### src/rtl/rx_cmd_framer_if.sv
// Byte-stream input, command output and debug status of the RF command framer.
interface rx_cmd_framer_if #(
  parameter int CNT_W = 8
);
  logic [7:0]       rx_data;
  logic             rx_valid;
  logic             rx_ready;
  logic [15:0]      cmd_data;
  logic             cmd_valid;
  logic             cmd_ready;
  logic [CNT_W-1:0] pkt_ok_cnt;
  logic [CNT_W-1:0] pkt_err_cnt;
  logic             link_busy;

  modport slave (
    input  rx_data, rx_valid, cmd_ready,
    output rx_ready, cmd_data, cmd_valid, pkt_ok_cnt, pkt_err_cnt, link_busy
  );

  modport master (
    output rx_data, rx_valid, cmd_ready,
    input  rx_ready, cmd_data, cmd_valid, pkt_ok_cnt, pkt_err_cnt, link_busy
  );
endinterface

### src/rtl/rx_cmd_framer.sv
// Frames SYNC/hi/lo/chk packets from the RF byte stream, validates the XOR
// checksum and inter-byte timeout, and forwards good commands to the PWM driver.
module rx_cmd_framer #(
  parameter logic [7:0] SYNC_BYTE   = 8'hA5,
  parameter int          TIMEOUT_CYC = 5000,
  parameter int          CNT_W       = 8
) (
  input  logic            clk_in,
  input  logic            n_rst,
  rx_cmd_framer_if.slave  bus
);

  localparam int TW = (TIMEOUT_CYC > 1) ? $clog2(TIMEOUT_CYC) : 1;

  typedef enum logic [2:0] {S_IDLE, S_HI, S_LO, S_CHK, S_OUT} state_t;

  state_t           r_state, w_next;
  logic [7:0]       r_hi, r_lo;
  logic [15:0]      r_cmd;
  logic [TW-1:0]    r_timer;
  logic [CNT_W-1:0] r_ok_cnt, r_err_cnt;

  logic w_rx_ready, w_accept, w_busy, w_tmo, w_ok_evt, w_err_evt;

  assign w_rx_ready = (r_state != S_OUT);
  assign w_accept   = bus.rx_valid && w_rx_ready;
  assign w_busy     = (r_state == S_HI) || (r_state == S_LO) || (r_state == S_CHK);
  // A byte landing on the expiry cycle takes priority over the timeout.
  assign w_tmo      = w_busy && !w_accept && (r_timer == TW'(TIMEOUT_CYC - 1));

  always_comb begin
    w_next    = r_state;
    w_ok_evt  = 1'b0;
    w_err_evt = 1'b0;
    case (r_state)
      S_IDLE: if (w_accept && bus.rx_data == SYNC_BYTE) w_next = S_HI;
      S_HI: begin
        if (w_accept)   w_next = S_LO;
        else if (w_tmo) begin w_next = S_IDLE; w_err_evt = 1'b1; end
      end
      S_LO: begin
        if (w_accept)   w_next = S_CHK;
        else if (w_tmo) begin w_next = S_IDLE; w_err_evt = 1'b1; end
      end
      S_CHK: begin
        if (w_accept) begin
          if (bus.rx_data == (r_hi ^ r_lo)) begin
            w_next   = S_OUT;
            w_ok_evt = 1'b1;
          end else begin
            w_next    = S_IDLE;
            w_err_evt = 1'b1;
          end
        end else if (w_tmo) begin
          w_next    = S_IDLE;
          w_err_evt = 1'b1;
        end
      end
      S_OUT:   if (bus.cmd_ready) w_next = S_IDLE;
      default: w_next = S_IDLE;
    endcase
  end

  always_ff @(posedge clk_in or negedge n_rst) begin
    if (!n_rst) begin
      r_state   <= S_IDLE;
      r_hi      <= '0;
      r_lo      <= '0;
      r_cmd     <= '0;
      r_timer   <= '0;
      r_ok_cnt  <= '0;
      r_err_cnt <= '0;
    end else begin
      r_state <= w_next;
      if (w_accept && r_state == S_HI) r_hi <= bus.rx_data;
      if (w_accept && r_state == S_LO) r_lo <= bus.rx_data;
      if (w_ok_evt) r_cmd <= {r_hi, r_lo};
      // Timer only runs while a packet is in flight and no byte arrives.
      if (w_accept || !w_busy || w_next == S_IDLE) r_timer <= '0;
      else                                         r_timer <= r_timer + 1'b1;
      if (w_ok_evt  && r_ok_cnt  != '1) r_ok_cnt  <= r_ok_cnt  + 1'b1;
      if (w_err_evt && r_err_cnt != '1) r_err_cnt <= r_err_cnt + 1'b1;
    end
  end

  assign bus.rx_ready    = w_rx_ready;
  assign bus.cmd_valid   = (r_state == S_OUT);
  assign bus.cmd_data    = r_cmd;
  assign bus.pkt_ok_cnt  = r_ok_cnt;
  assign bus.pkt_err_cnt = r_err_cnt;
  assign bus.link_busy   = w_busy;

endmodule
### src/flat_wrapper.sv
// flat-port wrapper written by rule: the top's interface ports become plain ports
module rx_cmd_framer_flat 
#(
  parameter logic [7:0] SYNC_BYTE   = 8'hA5,
  parameter int          TIMEOUT_CYC = 5000,
  parameter int          CNT_W       = 8
)
  (clk_in, n_rst, bus_rx_data, bus_rx_valid, bus_cmd_ready, bus_rx_ready, bus_cmd_data, bus_cmd_valid, bus_pkt_ok_cnt, bus_pkt_err_cnt, bus_link_busy);
  rx_cmd_framer_if #(.CNT_W(CNT_W)) bus_i ();
  input  logic clk_in;
  input  logic n_rst;
  input wire logic [$bits(bus_i.rx_data)-1:0] bus_rx_data;
  input wire logic [$bits(bus_i.rx_valid)-1:0] bus_rx_valid;
  input wire logic [$bits(bus_i.cmd_ready)-1:0] bus_cmd_ready;
  output wire logic [$bits(bus_i.rx_ready)-1:0] bus_rx_ready;
  output wire logic [$bits(bus_i.cmd_data)-1:0] bus_cmd_data;
  output wire logic [$bits(bus_i.cmd_valid)-1:0] bus_cmd_valid;
  output wire logic [$bits(bus_i.pkt_ok_cnt)-1:0] bus_pkt_ok_cnt;
  output wire logic [$bits(bus_i.pkt_err_cnt)-1:0] bus_pkt_err_cnt;
  output wire logic [$bits(bus_i.link_busy)-1:0] bus_link_busy;
  assign bus_i.rx_data = bus_rx_data;
  assign bus_i.rx_valid = bus_rx_valid;
  assign bus_i.cmd_ready = bus_cmd_ready;
  assign bus_rx_ready = bus_i.rx_ready;
  assign bus_cmd_data = bus_i.cmd_data;
  assign bus_cmd_valid = bus_i.cmd_valid;
  assign bus_pkt_ok_cnt = bus_i.pkt_ok_cnt;
  assign bus_pkt_err_cnt = bus_i.pkt_err_cnt;
  assign bus_link_busy = bus_i.link_busy;
  rx_cmd_framer #(.SYNC_BYTE(SYNC_BYTE), .TIMEOUT_CYC(TIMEOUT_CYC), .CNT_W(CNT_W)) u_core (.clk_in(clk_in), .n_rst(n_rst), .bus(bus_i));
endmodule
### config.mk
export PLATFORM = sky130hd
export DESIGN_NAME = rx_cmd_framer_flat
export DESIGN_NICKNAME = d
export VERILOG_FILES = /design/src/rtl/rx_cmd_framer_if.sv /design/src/rtl/rx_cmd_framer.sv /design/src/flat_wrapper.sv
export SDC_FILE = /design/constraint.sdc
export NUM_CORES = 1
export LEC_CHECK = 0
export ABC_AREA = 1
export BUFFER_PORTS_ARGS = -buffer_cell sky130_fd_sc_hd__buf_2
export CORE_MARGIN = 5
export CORE_UTILIZATION = 50
export DETAILED_ROUTE_END_ITERATION = 8
export PLACE_DENSITY = 0.71
export SLEW_MARGIN = 30
export SYNTH_ARGS = -nofsm -noshare
export SYNTH_HDL_FRONTEND = slang
export SYNTH_SLANG_ARGS = --single-unit
### constraint.sdc
create_clock -name clk_in -period 2.03 [get_ports clk_in]
set_input_delay 0.3045 -clock clk_in [delete_from_list [all_inputs] [get_ports clk_in]]
set_output_delay 0.3045 -clock clk_in [all_outputs]
set_load 0.01 [all_outputs]
==> metrics.cfg, run 1 <==
[detailed_routing]
drt_pass1_iterations = 4
avgRoutedWirePerCell_um = 12.1
routed_via_density = 4.83
drc = 0
via_count = 2598
finalWirelength_um = 6500
drtAntennaViolNets = 0
first_iter_violations = 157

[die]
initial_core_util_pct = 50.9
io_pins = 47
die_x_um = 90.1
die_height_um = 90.1
placeableCoreArea_sq_mm = 0.00631
die-area_sq_mm = 0.00813
row_count = 29

[clock_tree]
cts_root_buffer = clkbuf_8
h-tree-depth = 3
cts_setup_buffers = 0
post_cts_resized = 0
tritoncts_clock_tree = built
tritoncts_num_sinks = 64
clkTransAtPathRegs_ns = 0.07
hold_buffers = 1
cts_max_path_buffers = 2
tritoncts.num_buffers = 9
clock_latency_ns = 0.34

[setup_path]
r2r_cells = 13
crit_path_cell_trace = ha_1 > nand2_1 > inv_2 > nand2_1 > nor2_1 > nand3_1 > nand2_1 > nand2_1 > nand2_2 > nand2_2 > o21ai_4 > buf_4 > nor2_1
critical_path.most_common_cell = nand2_1
cp_num_buf_inv = 2
worst_setup_path_end_kind = flop
timing.rr.end = u_core.r_timer[0]
reg2reg_from = u_core.r_timer[0]
regToRegSetupSlack_ns = 0.22
cpPeakStageDelay_ns = 0.40
worst-endpoint-arrival_ns = 2.03
cpMaxStageDelayCell = dfrtp_1
cp_top_family = simple AND/OR/NAND/NOR gates
data_required_time_of_the_worst_path_ns = 2.25
worstSetupStartpointType = flop
criticalPathCategory = flop to flop
timing.critical_path.fanout_max = 13

[global_route]
grt_pass1_wl_um = 11800
grt_start_max_net_pins = 43
vias_in_the_first_global_route = 2596
overflow_left_after_global_routing = 0
grt_antenna_before_repair = 0
grt_util_all_layers_pct = 17.5

[power_and_ir_drop]
power.combinational.fraction_pct = 19.3
netSwitchingPower_uw = 977
power.switching_fraction_pct = 30.1
finalPower_uw = 3250
power.internal_uw = 2270
clock_power_share_pct = 33.1
power.density_cell_area_mw_per_mm2 = 862
vdd_drop_max_mv = 0.639
total_leakage_power_uw = 0.00201
share_seq_of_total_power_pct = 47.6

[timing]
timing.final.crit_period_ns = 1.81
grt_setup_unrepaired = false
final_hold_viol_count = 0
final-setup-viol-count = 0
layout_setup_ws_ns = 0.215
tightestPinTransition_ns = 0.558
clock-skew-final_ns = 0.0105
finalMaxSlewViolations = 0
fin_tns_setup_ns = 0
relSlewSlack_pct = 62.7
maxClockFrequency_mhz = 551
period_share_pct = 89.4

[final_layout]
drive_gt1_share_pct = 20.4
diodes = 0
stdcell_area_sq_mm = 0.00377
final_cell_count_no_fill = 538
area.growth.synth_to_final_pct = 17.4
nNetsFinal = 473

[yosys]
yosysTopAreaCell = dfrtp_1
post_synth_inst_count = 400
synth_sequential_area_ratio_pct = 49.9
syn_nets = 415
top_cell_type_s_share_of_synthesized_area_pct = 49.9
synthTopCellsByArea = dfrtp_1 (50%), nand2_1 (17%), o21ai_0 (5.0%)
avgSynthCellArea_sq_um = 8.03
yosysUniqueCellTypes = 21
ys_ff_latch = 64
synth_area_sq_mm = 0.00321
yosys_warnings = 0

[run_status]
run_status = completed

[worst_hold_path]
min-delay-path-class = input pin to flop
hold_path.startpoint = bus_rx_data[7]
worst_hold_path.endpoint = u_core.r_lo[7]
min_path_cells = 3

[placed_design]
post_dp_cell_area_sq_mm = 0.00357
dp_hpwl_um = 4850
place_congestion = 0.821
dp_worst_setup_slack_ns = 0.228
place.detailed.instances = 523
port_buffers = 46

[run]
maxCapViolations = 0

[logic make-up (layout without fill, tap and decap cells)]
family | Yosys count | in the layout | share of synthesized area (%)
adder cells (fa/ha/maj) | 3 | 3 | 1.17
XOR/XNOR | 23 | 23 | 6.27
AO/OA/AOI/OAI | 33 | 33 | 5.49
AND/OR/NAND/NOR | 227 | 227 | 31.1
buffers and inverters | 50 | 111 | 6.08
flip-flops | 64 | 64 | 49.9
[cells in the mapped netlist, drive strengths merged]
cell	n
dfrtp	64
nand4	7
xnor2	7
nand2	147
ha	3
xor2	16
nand3b	2
buf	1
nand3	32
inv	44
nor2	29
clkbuf	5
o21ai	33
nor3	10
[flip-flops by register name, indices dropped and copies added (netlist names)]
register / count
u_core.bus.cmd_data: 16
u_core.bus.pkt_err_cnt: 8
u_core.bus.pkt_ok_cnt: 8
u_core.r_hi: 8
u_core.r_lo: 8
u_core.r_state: 3
u_core.r_timer: 13
[tightest hold or removal path, stage by stage]
cell and delay, ns:
buf_2 0.12, inv_2 0.05, o21ai_0 0.07
[layer usage]
layer / share of wire [%] / track usage (%) / vias to the layer above / routed length, um
met5: 0 / 0 / - / 0
met1: 48 / 23.4 / 1174 / 3150
met4: 1.2 / 7.32 / 0 / 79
met2: 46 / 27.4 / 39 / 3020
met3: 3.9 / 4.01 / 9 / 254
li1: - / - / 1376 / -
[metrics by stage]
| stage | utilization (%) | hold WS, ns |
|---|---|---|
| after global routing | 59.7 | 0.279 |
| after floorplan | - | 0.00891 |
| final | 59.7 | 0.266 |
| after CTS | 59.7 | 0.252 |
| after detailed placement | 56.5 | 0.322 |
| after global placement | 56.5 | 0.321 |
[power by group through the flow]
stage,registers (uW),logic [uW],clock network (uW)
final,1550,627,1080
after CTS,1540,635,1120
after floorplan,1540,482,0
after detailed placement,1570,632,0
after global placement,1560,612,0
after global routing,1570,751,1180
[worst max path at each step]
| stage | depth (start not counted) | slack [ns] | from | end |
|---|---|---|---|---|
| finish | 13 | 0.22 | u_core.r_timer[0] | u_core.r_timer[0] |
| global route | 13 | 0.08 | u_core.r_timer[0] | u_core.r_timer[0] |
| CTS | 13 | 0.21 | u_core.r_timer[0] | u_core.r_timer[0] |
| detailed placement | 13 | 0.23 | u_core.r_timer[0] | u_core.r_timer[0] |
| global placement | 13 | 0.27 | u_core.r_timer[0] | u_core.r_timer[0] |
| floorplan | 13 | 0.40 | u_core.r_timer[0] | u_core.r_timer[8] |
[layout by cell type (no fill, tap or decap), drive strengths merged]
cell type	n
buf	52
bufinv	1
clkbuf	11
clkinv	1
clkinvlp	1
dfrtp	64
dlygate4sd3	1
ha	3
inv	44
nand2	147
nand3	32
nand3b	2
nand4	7
nor2	29
nor3	10
o21ai	33
xnor2	7
xor2	16
[final cells by class]
| type | count | area, sq um |
|---|---|---|
| clock buffers | 11 | 151 |
| clock inverters | 3 | 42.5 |
| fillers | 572 | 2540 |
| inverters | 44 | 165 |
| multi-input cells | 286 | 1420 |
| flip-flops and latches | 64 | 1600 |
| well taps | 77 | 96.3 |
| repair buffers | 53 | 298 |
No activity file was read; power rests on OpenSTA's default activity.
==> run 2: changes to the inputs <==
--- a/config.mk
+++ b/config.mk
@@ -5,12 +5,11 @@
 export SDC_FILE = /design/constraint.sdc
 export NUM_CORES = 1
 export LEC_CHECK = 0
-export ABC_AREA = 1
 export BUFFER_PORTS_ARGS = -buffer_cell sky130_fd_sc_hd__buf_2
 export CORE_MARGIN = 5
 export CORE_UTILIZATION = 50
 export DETAILED_ROUTE_END_ITERATION = 8
-export PLACE_DENSITY = 0.71
+export PLACE_DENSITY = 0.74
 export SLEW_MARGIN = 30
 export SYNTH_ARGS = -nofsm -noshare
 export SYNTH_HDL_FRONTEND = slang
==> metrics.cfg, run 2 <==
[yosys]
yosys-top-cells-count = dfrtp_1 (64), mux2_2 (36), nand2_1 (15)
yosys_warnings = 0  ; unchanged
synth_area_sq_mm = 0.00303  ; -5.8%
postSynth.asyncResetShare_pct = 100  ; unchanged
synth_edf_count = 0  ; unchanged
synth_most_common_cell = dfrtp_1
yosysUniqueCellTypes = 35  ; +67%
yosysTopAreaCell = dfrtp_1
avgSynthCellArea_sq_um = 12.8  ; +59%
dominantRegCellSynth = dfrtp_1
ys_ff_latch = 64  ; unchanged
synth_sequential_area_ratio_pct = 52.9  ; +3.1 points
post_synth_inst_count = 237  ; -41%
top_cell_type_s_share_of_synthesized_area_pct = 52.9  ; +3.1 points
syn_nets = 252  ; -39%
synthTopCellsByArea = dfrtp_1 (53%), mux2_2 (13%), xnor3_1 (6.0%)

[final_layout]
diodes = 0  ; unchanged
nNetsFinal = 318  ; -33%
area.growth.synth_to_final_pct = 20.6
final_common_cell = dfrtp_1
max_reg_flops = 16  ; unchanged
drive_gt1_share_pct = 38.3  ; +18 points
most-common-layout-cells = dfrtp_1 (64), buf_2 (46), mux2_2 (36), nand2_1 (15), nor2_1 (13)
n_fill_cell = 461  ; -19%

[detailed_routing]
first_iter_violations = 77  ; -51%
drtAntennaViolNets = 0  ; unchanged
via_count = 2078  ; -20%
drc = 0  ; unchanged
drt_pass1_iterations = 4  ; unchanged
avgRoutedWirePerCell_um = 15.4  ; +27%
finalWirelength_um = 5880  ; -9.6%
routed_via_density = 5.43  ; +12%

[timing]
timing.final.crit_period_ns = 1.93  ; +0.116 ns
maxClockFrequency_mhz = 518  ; -6.0%
grt_setup_unrepaired = true
fin_worst_hold_slack_ns = 0.253  ; -0.0124 ns
clock-skew-final_ns = 0.00783  ; -0.00265 ns
relSlewSlack_pct = 63.7  ; +0.98 points
finalMaxSlewViolations = 0  ; unchanged
final_hold_viol_count = 0  ; unchanged
tightestPinTransition_ns = 0.545  ; -0.0131 ns
final-setup-viol-count = 0  ; unchanged
period_share_pct = 95.1  ; +5.7 points
layout_setup_ws_ns = 0.0990  ; -0.116 ns

[clock_tree]
h-tree-depth = 3  ; unchanged
cts_max_path_buffers = 2  ; unchanged
tritoncts_num_sinks = 64  ; unchanged
cts_root_buffer = clkbuf_8
clkTransAtPathRegs_ns = 0.07  ; about the same
tritoncts_clock_tree = built
tritoncts.num_buffers = 9  ; unchanged
cts_setup_buffers = 0  ; unchanged
clock_latency_ns = 0.33  ; about the same

[global_route]
overflow_left_after_global_routing = 0  ; unchanged
grt_util_all_layers_pct = 16.8  ; -0.73 points
grt_pass1_wl_um = 9880  ; -16%
vias_in_the_first_global_route = 2075  ; -20%
grt_antenna_before_repair = 0  ; unchanged
grt_start_max_net_pins = 42  ; -2.3%

[power_and_ir_drop]
power.combinational.fraction_pct = 26.1  ; +6.8 points
power.internal_uw = 2660  ; +17%
total_leakage_power_uw = 0.00182  ; -9.4%
netSwitchingPower_uw = 1150  ; +17%
clock_power_share_pct = 27.3  ; -5.8 points
share_seq_of_total_power_pct = 46.6  ; -1.0 points
power.switching_fraction_pct = 30.1  ; about the same
power.density_cell_area_mw_per_mm2 = 1040  ; +21%
vdd_drop_max_mv = 0.470  ; -26%

[die]
io_pins = 47  ; unchanged
die_x_um = 87.8  ; -2.6%
initial_core_util_pct = 51.4  ; +0.53 points
die_height_um = 87.8  ; -2.6%
die-area_sq_mm = 0.00771  ; -5.2%
placeableCoreArea_sq_mm = 0.00589  ; -6.8%
row_count = 28  ; -3.4%

[run]
maxCapViolations = 0  ; unchanged

[worst_hold_path]
min_path_cells = 2  ; -1
min-delay-path-class = input pin to flop

[run_status]
run_status = completed

[placed_design]
dp_worst_setup_slack_ns = 0.0245  ; -0.204 ns
place_congestion = 0.839  ; +2.1%
port_buffers = 46  ; unchanged
dp_hpwl_um = 4350  ; -10%

[setup_path]
data_required_time_of_the_worst_path_ns = 2.24  ; about the same
criticalPathCategory = flop to flop
worst_setup_path_end_kind = flop
worstSetupStartpointType = flop
timing.critical_path.fanout_max = 5  ; -8
r2r_cells = 6  ; -7
worst-endpoint-arrival_ns = 2.14  ; +0.11 ns

## run 2: changes by cell type in the layout (fill, tap and decap cells not counted), sizes merged, moves of 16 or more
cell	previous run	this run
inv	44	2
nand2	147	15
mux2	0	39
nor2	29	13
nand3	32	10
o21ai	33	2
## run 2: cells by family (layout without fill, tap and decap cells)
logic type | Yosys count | in the layout | share of synthesized area [%]
flops | 64 | 64 | 52.9
buf+inv | 7 | 78 | 1.12
fa+ha+maj | 3 | 3 | 1.24
mux | 39 | 39 | 14.5
xor+xnor | 29 | 29 | 12.0
simple gates | 81 | 81 | 15.1
compound gates | 14 | 14 | 3.10
## run 2: layout make-up
cell class / count / area, sq um / area share [%]
inverter: 2 / 7.51 / 0.206
clock inverter: 6 / 60.1 / 1.65
timing repair buffer: 60 / 350 / 9.61
tap: 75 / 93.8 / 2.57
sequential: 64 / 1600 / 43.9
clock buffer: 10 / 128 / 3.50
multi-input combinational: 166 / 1410 / 38.6
## run 2: timing repair
action	CTS	global route
hold buffers	1	0
gates resized for setup	0	4
hold endpoints to repair	23	0
endpoints found under the setup margin	0	3
## run 2: worst max-delay path, cell delays in order (launching register included)
cell	delay [ns]
dfrtp_1	0.37
ha_2	0.22
nor4bb_1	0.19
and3_1	0.24
nand3b_1	0.20
a21boi_0	0.24
mux2_2	0.35
## run 2: power by group through the flow
| stage | clock network, uW | logic, uW | registers [uW] |
|---|---|---|---|
| 2_1_floorplan | 0 | 728 | 1720 |
| 3_3_place_gp | 0 | 983 | 1780 |
| 3_5_place_dp | 0 | 998 | 1800 |
| 4_1_cts | 1070 | 1000 | 1780 |
| 5_1_grt | 1140 | 1090 | 1820 |
| 6_report | 1040 | 995 | 1780 |
## run 2: metal layers
metal  share of wire [%]  vias up  GRT usage, %
met3                 5.1        8          4.05
met1                  44     1044          21.1
met4                 1.4        0          7.53
li1                    -      984             -
met5                   0        -             0
met2                  50       42          27.5
## run 2: stage by stage
stage	setup TNS [ns]	instances	total power, uW	utilization, %	instance area [sq um]
3_3_place_gp	0	366	2770	58.3	3430
5_1_grt	-0.00895	383	4050	62.0	3650
6_report	0	383	3810	62.0	3650
2_1_floorplan	0	237	2450	-	3030
4_1_cts	0	383	3850	61.7	3630
3_5_place_dp	0	366	2800	58.3	3430
## run 2: worst paths after layout
| check | start | end | slack, ns |
|---|---|---|---|
| max | u_core.r_timer[1] | u_core.bus.pkt_err_cnt[2] | 0.1 |
| min | bus_rx_data[2] | u_core.r_lo[2] | 0.25 |
| max reg2reg | u_core.r_timer[1] | u_core.bus.pkt_err_cnt[2] | 0.1 |
| min reg2reg | u_core.bus.pkt_ok_cnt[5] | u_core.bus.pkt_ok_cnt[5] | 0.48 |
| max in group asynchronous | n_rst | u_core.bus.pkt_err_cnt[5] | 0.94 |
| min in group asynchronous | n_rst | u_core.bus.cmd_data[1] | 0.48 |
==> run 3: changes to the inputs <==
--- a/config.mk
+++ b/config.mk
@@ -6,7 +6,6 @@
 export NUM_CORES = 1
 export LEC_CHECK = 0
 export BUFFER_PORTS_ARGS = -buffer_cell sky130_fd_sc_hd__buf_2
-export CORE_MARGIN = 5
 export CORE_UTILIZATION = 50
 export DETAILED_ROUTE_END_ITERATION = 8
 export PLACE_DENSITY = 0.74
==> metrics.cfg, run 3 (synthesized netlist as in run 2, its figures left out) <==
[detailed_routing]
drc = 0  ; unchanged
drt_pass1_iterations = 4  ; unchanged
avgRoutedWirePerCell_um = 15.5  ; +0.73%
first_iter_violations = 101  ; +31%
via_count = 2115  ; +1.8%
drtAntennaViolNets = 0  ; unchanged
finalWirelength_um = 6000  ; +2.0%
routed_via_density = 5.45  ; +0.47%

[power_and_ir_drop]
total_leakage_power_uw = 0.00190  ; +4.4%
power.density_cell_area_mw_per_mm2 = 1100  ; +5.7%
vdd_drop_max_mv = 0.652  ; +39%
finalPower_uw = 4190  ; +10%

[clock_tree]
cts_max_path_buffers = 2  ; unchanged
clock_latency_ns = 0.34  ; about the same
tritoncts_clock_tree = built
tritoncts_num_sinks = 64  ; unchanged
tritoncts.num_buffers = 9  ; unchanged
h-tree-depth = 3  ; unchanged
cts_root_buffer = clkbuf_8
clkTransAtPathRegs_ns = 0.08  ; about the same

[final_layout]
n_fill_cell = 441  ; -4.3%
multiInputGateArea_sq_mm = 0.00141  ; about the same
drive_gt1_share_pct = 39.9  ; +1.6 points
nNetsFinal = 326  ; +2.5%
max_reg_flops = 16  ; unchanged
layout.area.seq_sq_mm = 0.00160  ; unchanged
layout.core_utilization_pct = 66.9  ; +4.9 points
final_common_cell = dfrtp_1
diodes = 0  ; unchanged
most-common-layout-cells = dfrtp_1 (64), buf_2 (46), mux2_2 (36), buf_4 (17), nand2_1 (15)
final_cell_count_no_fill = 388  ; +1.3%
area.growth.synth_to_final_pct = 25.5

[placed_design]
place_congestion = 0.795  ; -5.2%
dp_worst_setup_slack_ns = -0.0364  ; -0.0609 ns
port_buffers = 46  ; unchanged
dp_hpwl_um = 4120  ; -5.3%
place.detailed.instances = 366  ; unchanged

[die]
die_height_um = 79.8  ; -9.1%
die_x_um = 79.8  ; -9.1%
initial_core_util_pct = 53.3  ; +1.9 points
row_count = 27  ; -3.6%
io_pins = 47  ; unchanged
die-area_sq_mm = 0.00637  ; -17%
placeableCoreArea_sq_mm = 0.00568  ; -3.6%

[setup_path]
critical_path.endpoint = u_core.bus.pkt_ok_cnt[7]
criticalPathCategory = flop to flop
timing.critical_path.fanout_max = 10  ; +5
data_required_time_of_the_worst_path_ns = 2.24  ; about the same
worstSetupStartpointType = flop
regToRegSetupSlack_ns = 0.05  ; -0.05 ns
r2r_cells = 6  ; unchanged
timing.rr.end = u_core.bus.pkt_ok_cnt[7]
worst-endpoint-arrival_ns = 2.19  ; +0.05 ns
worst_setup_path_end_kind = flop
reg2reg_from = u_core.r_hi[6]
critPathLaunch = u_core.r_hi[6]

[global_route]
grt_antenna_before_repair = 0  ; unchanged
grt_start_max_net_pins = 65  ; +55%
grt_pass1_wl_um = 10100  ; +2.6%
vias_in_the_first_global_route = 2118  ; +2.1%
overflow_left_after_global_routing = 0  ; unchanged
grt_util_all_layers_pct = 21.3  ; +4.5 points

[worst_hold_path]
min-delay-path-class = input pin to flop

[timing]
grt_setup_unrepaired = true
layout_setup_ws_ns = 0.0523  ; -0.0467 ns
clock-skew-final_ns = 0.0137  ; +0.00582 ns
maxClockFrequency_mhz = 506  ; -2.4%
final_hold_viol_count = 0  ; unchanged
relSlewSlack_pct = 74.9  ; +11 points
timing.final.crit_period_ns = 1.98  ; +0.0467 ns
finalMaxSlewViolations = 0  ; unchanged
final-setup-viol-count = 0  ; unchanged
tightestPinTransition_ns = 0.372  ; -0.173 ns
period_share_pct = 97.4  ; +2.3 points
fin_worst_hold_slack_ns = 0.247  ; -0.00663 ns

[run_status]
run_status = completed

[run]
maxCapViolations = 0  ; unchanged

run 3: cell types whose count changed in the layout (fill, tap and decap cells not counted), sizes merged:
| cell | before | now |
|---|---|---|
| bufinv | 1 | 3 |
| buf | 59 | 67 |
| clkbuf | 10 | 11 |
| clkinv | 3 | 1 |
| clkinvlp | 2 | 1 |
run 3: cell type report:
class | instances | area share [%]
sequential | 64 | 42.2
multi-input combinational | 166 | 37.0
timing repair buffer | 68 | 11.6
clock buffer | 11 | 3.99
clock inverter | 5 | 2.70
tap | 72 | 2.37
inverter | 2 | 0.198
run 3: worst min-delay path by stage:
stage                        start                      to  cells after the start
global route        bus_rx_data[7]          u_core.r_hi[7]                      2
CTS                 bus_rx_data[3]          u_core.r_hi[3]                      2
finish              bus_rx_data[2]          u_core.r_lo[2]                      2
global placement             n_rst          u_core.r_lo[2]                      2
detailed placement           n_rst  u_core.bus.cmd_data[9]                      2
floorplan                    n_rst  u_core.bus.cmd_data[0]                      0
run 3: where the power goes:
group | leakage [uW] | internal, uW | switching, uW
Combinational | 0.000925 | 625 | 427
Clock | 0.000126 | 881 | 486
Sequential | 0.000853 | 1520 | 257
Total | 0.00190 | 3020 | 1170
run 3: per-stage QoR:
| stage | instance area [sq um] | setup TNS (ns) |
|---|---|---|
| 2_1_floorplan | 3030 | 0 |
| 3_5_place_dp | 3460 | -0.0372 |
| 5_1_grt | 3800 | -0.0718 |
| 6_report | 3800 | 0 |
| 3_3_place_gp | 3460 | 0 |
| 4_1_cts | 3730 | 0 |
run 3: metal layers:
layer,track usage [%],vias to the layer above,share of wire [%]
li1,-,1007,-
met1,28.4,1036,46
met2,33.6,58,49
met3,4.23,14,3.8
met4,9.64,0,2.0
met5,0,-,0
run 3: critical path, cell delays in order, from the launching register on:
cell	delay [ns]
dfrtp_1	0.40
xnor3_1	0.32
nand4_1	0.20
nor3_4	0.30
buf_12	0.17
nand4_1	0.11
mux2_1	0.36
run 3: timing repair:
| action | CTS | global route |
|---|---|---|
| hold buffers | 1 | 0 |
| setup endpoints to repair | 0 | 6 |
| resized for setup | 0 | 5 |
| hold endpoints to repair | 64 | 0 |
| setup buffers | 0 | 5 |
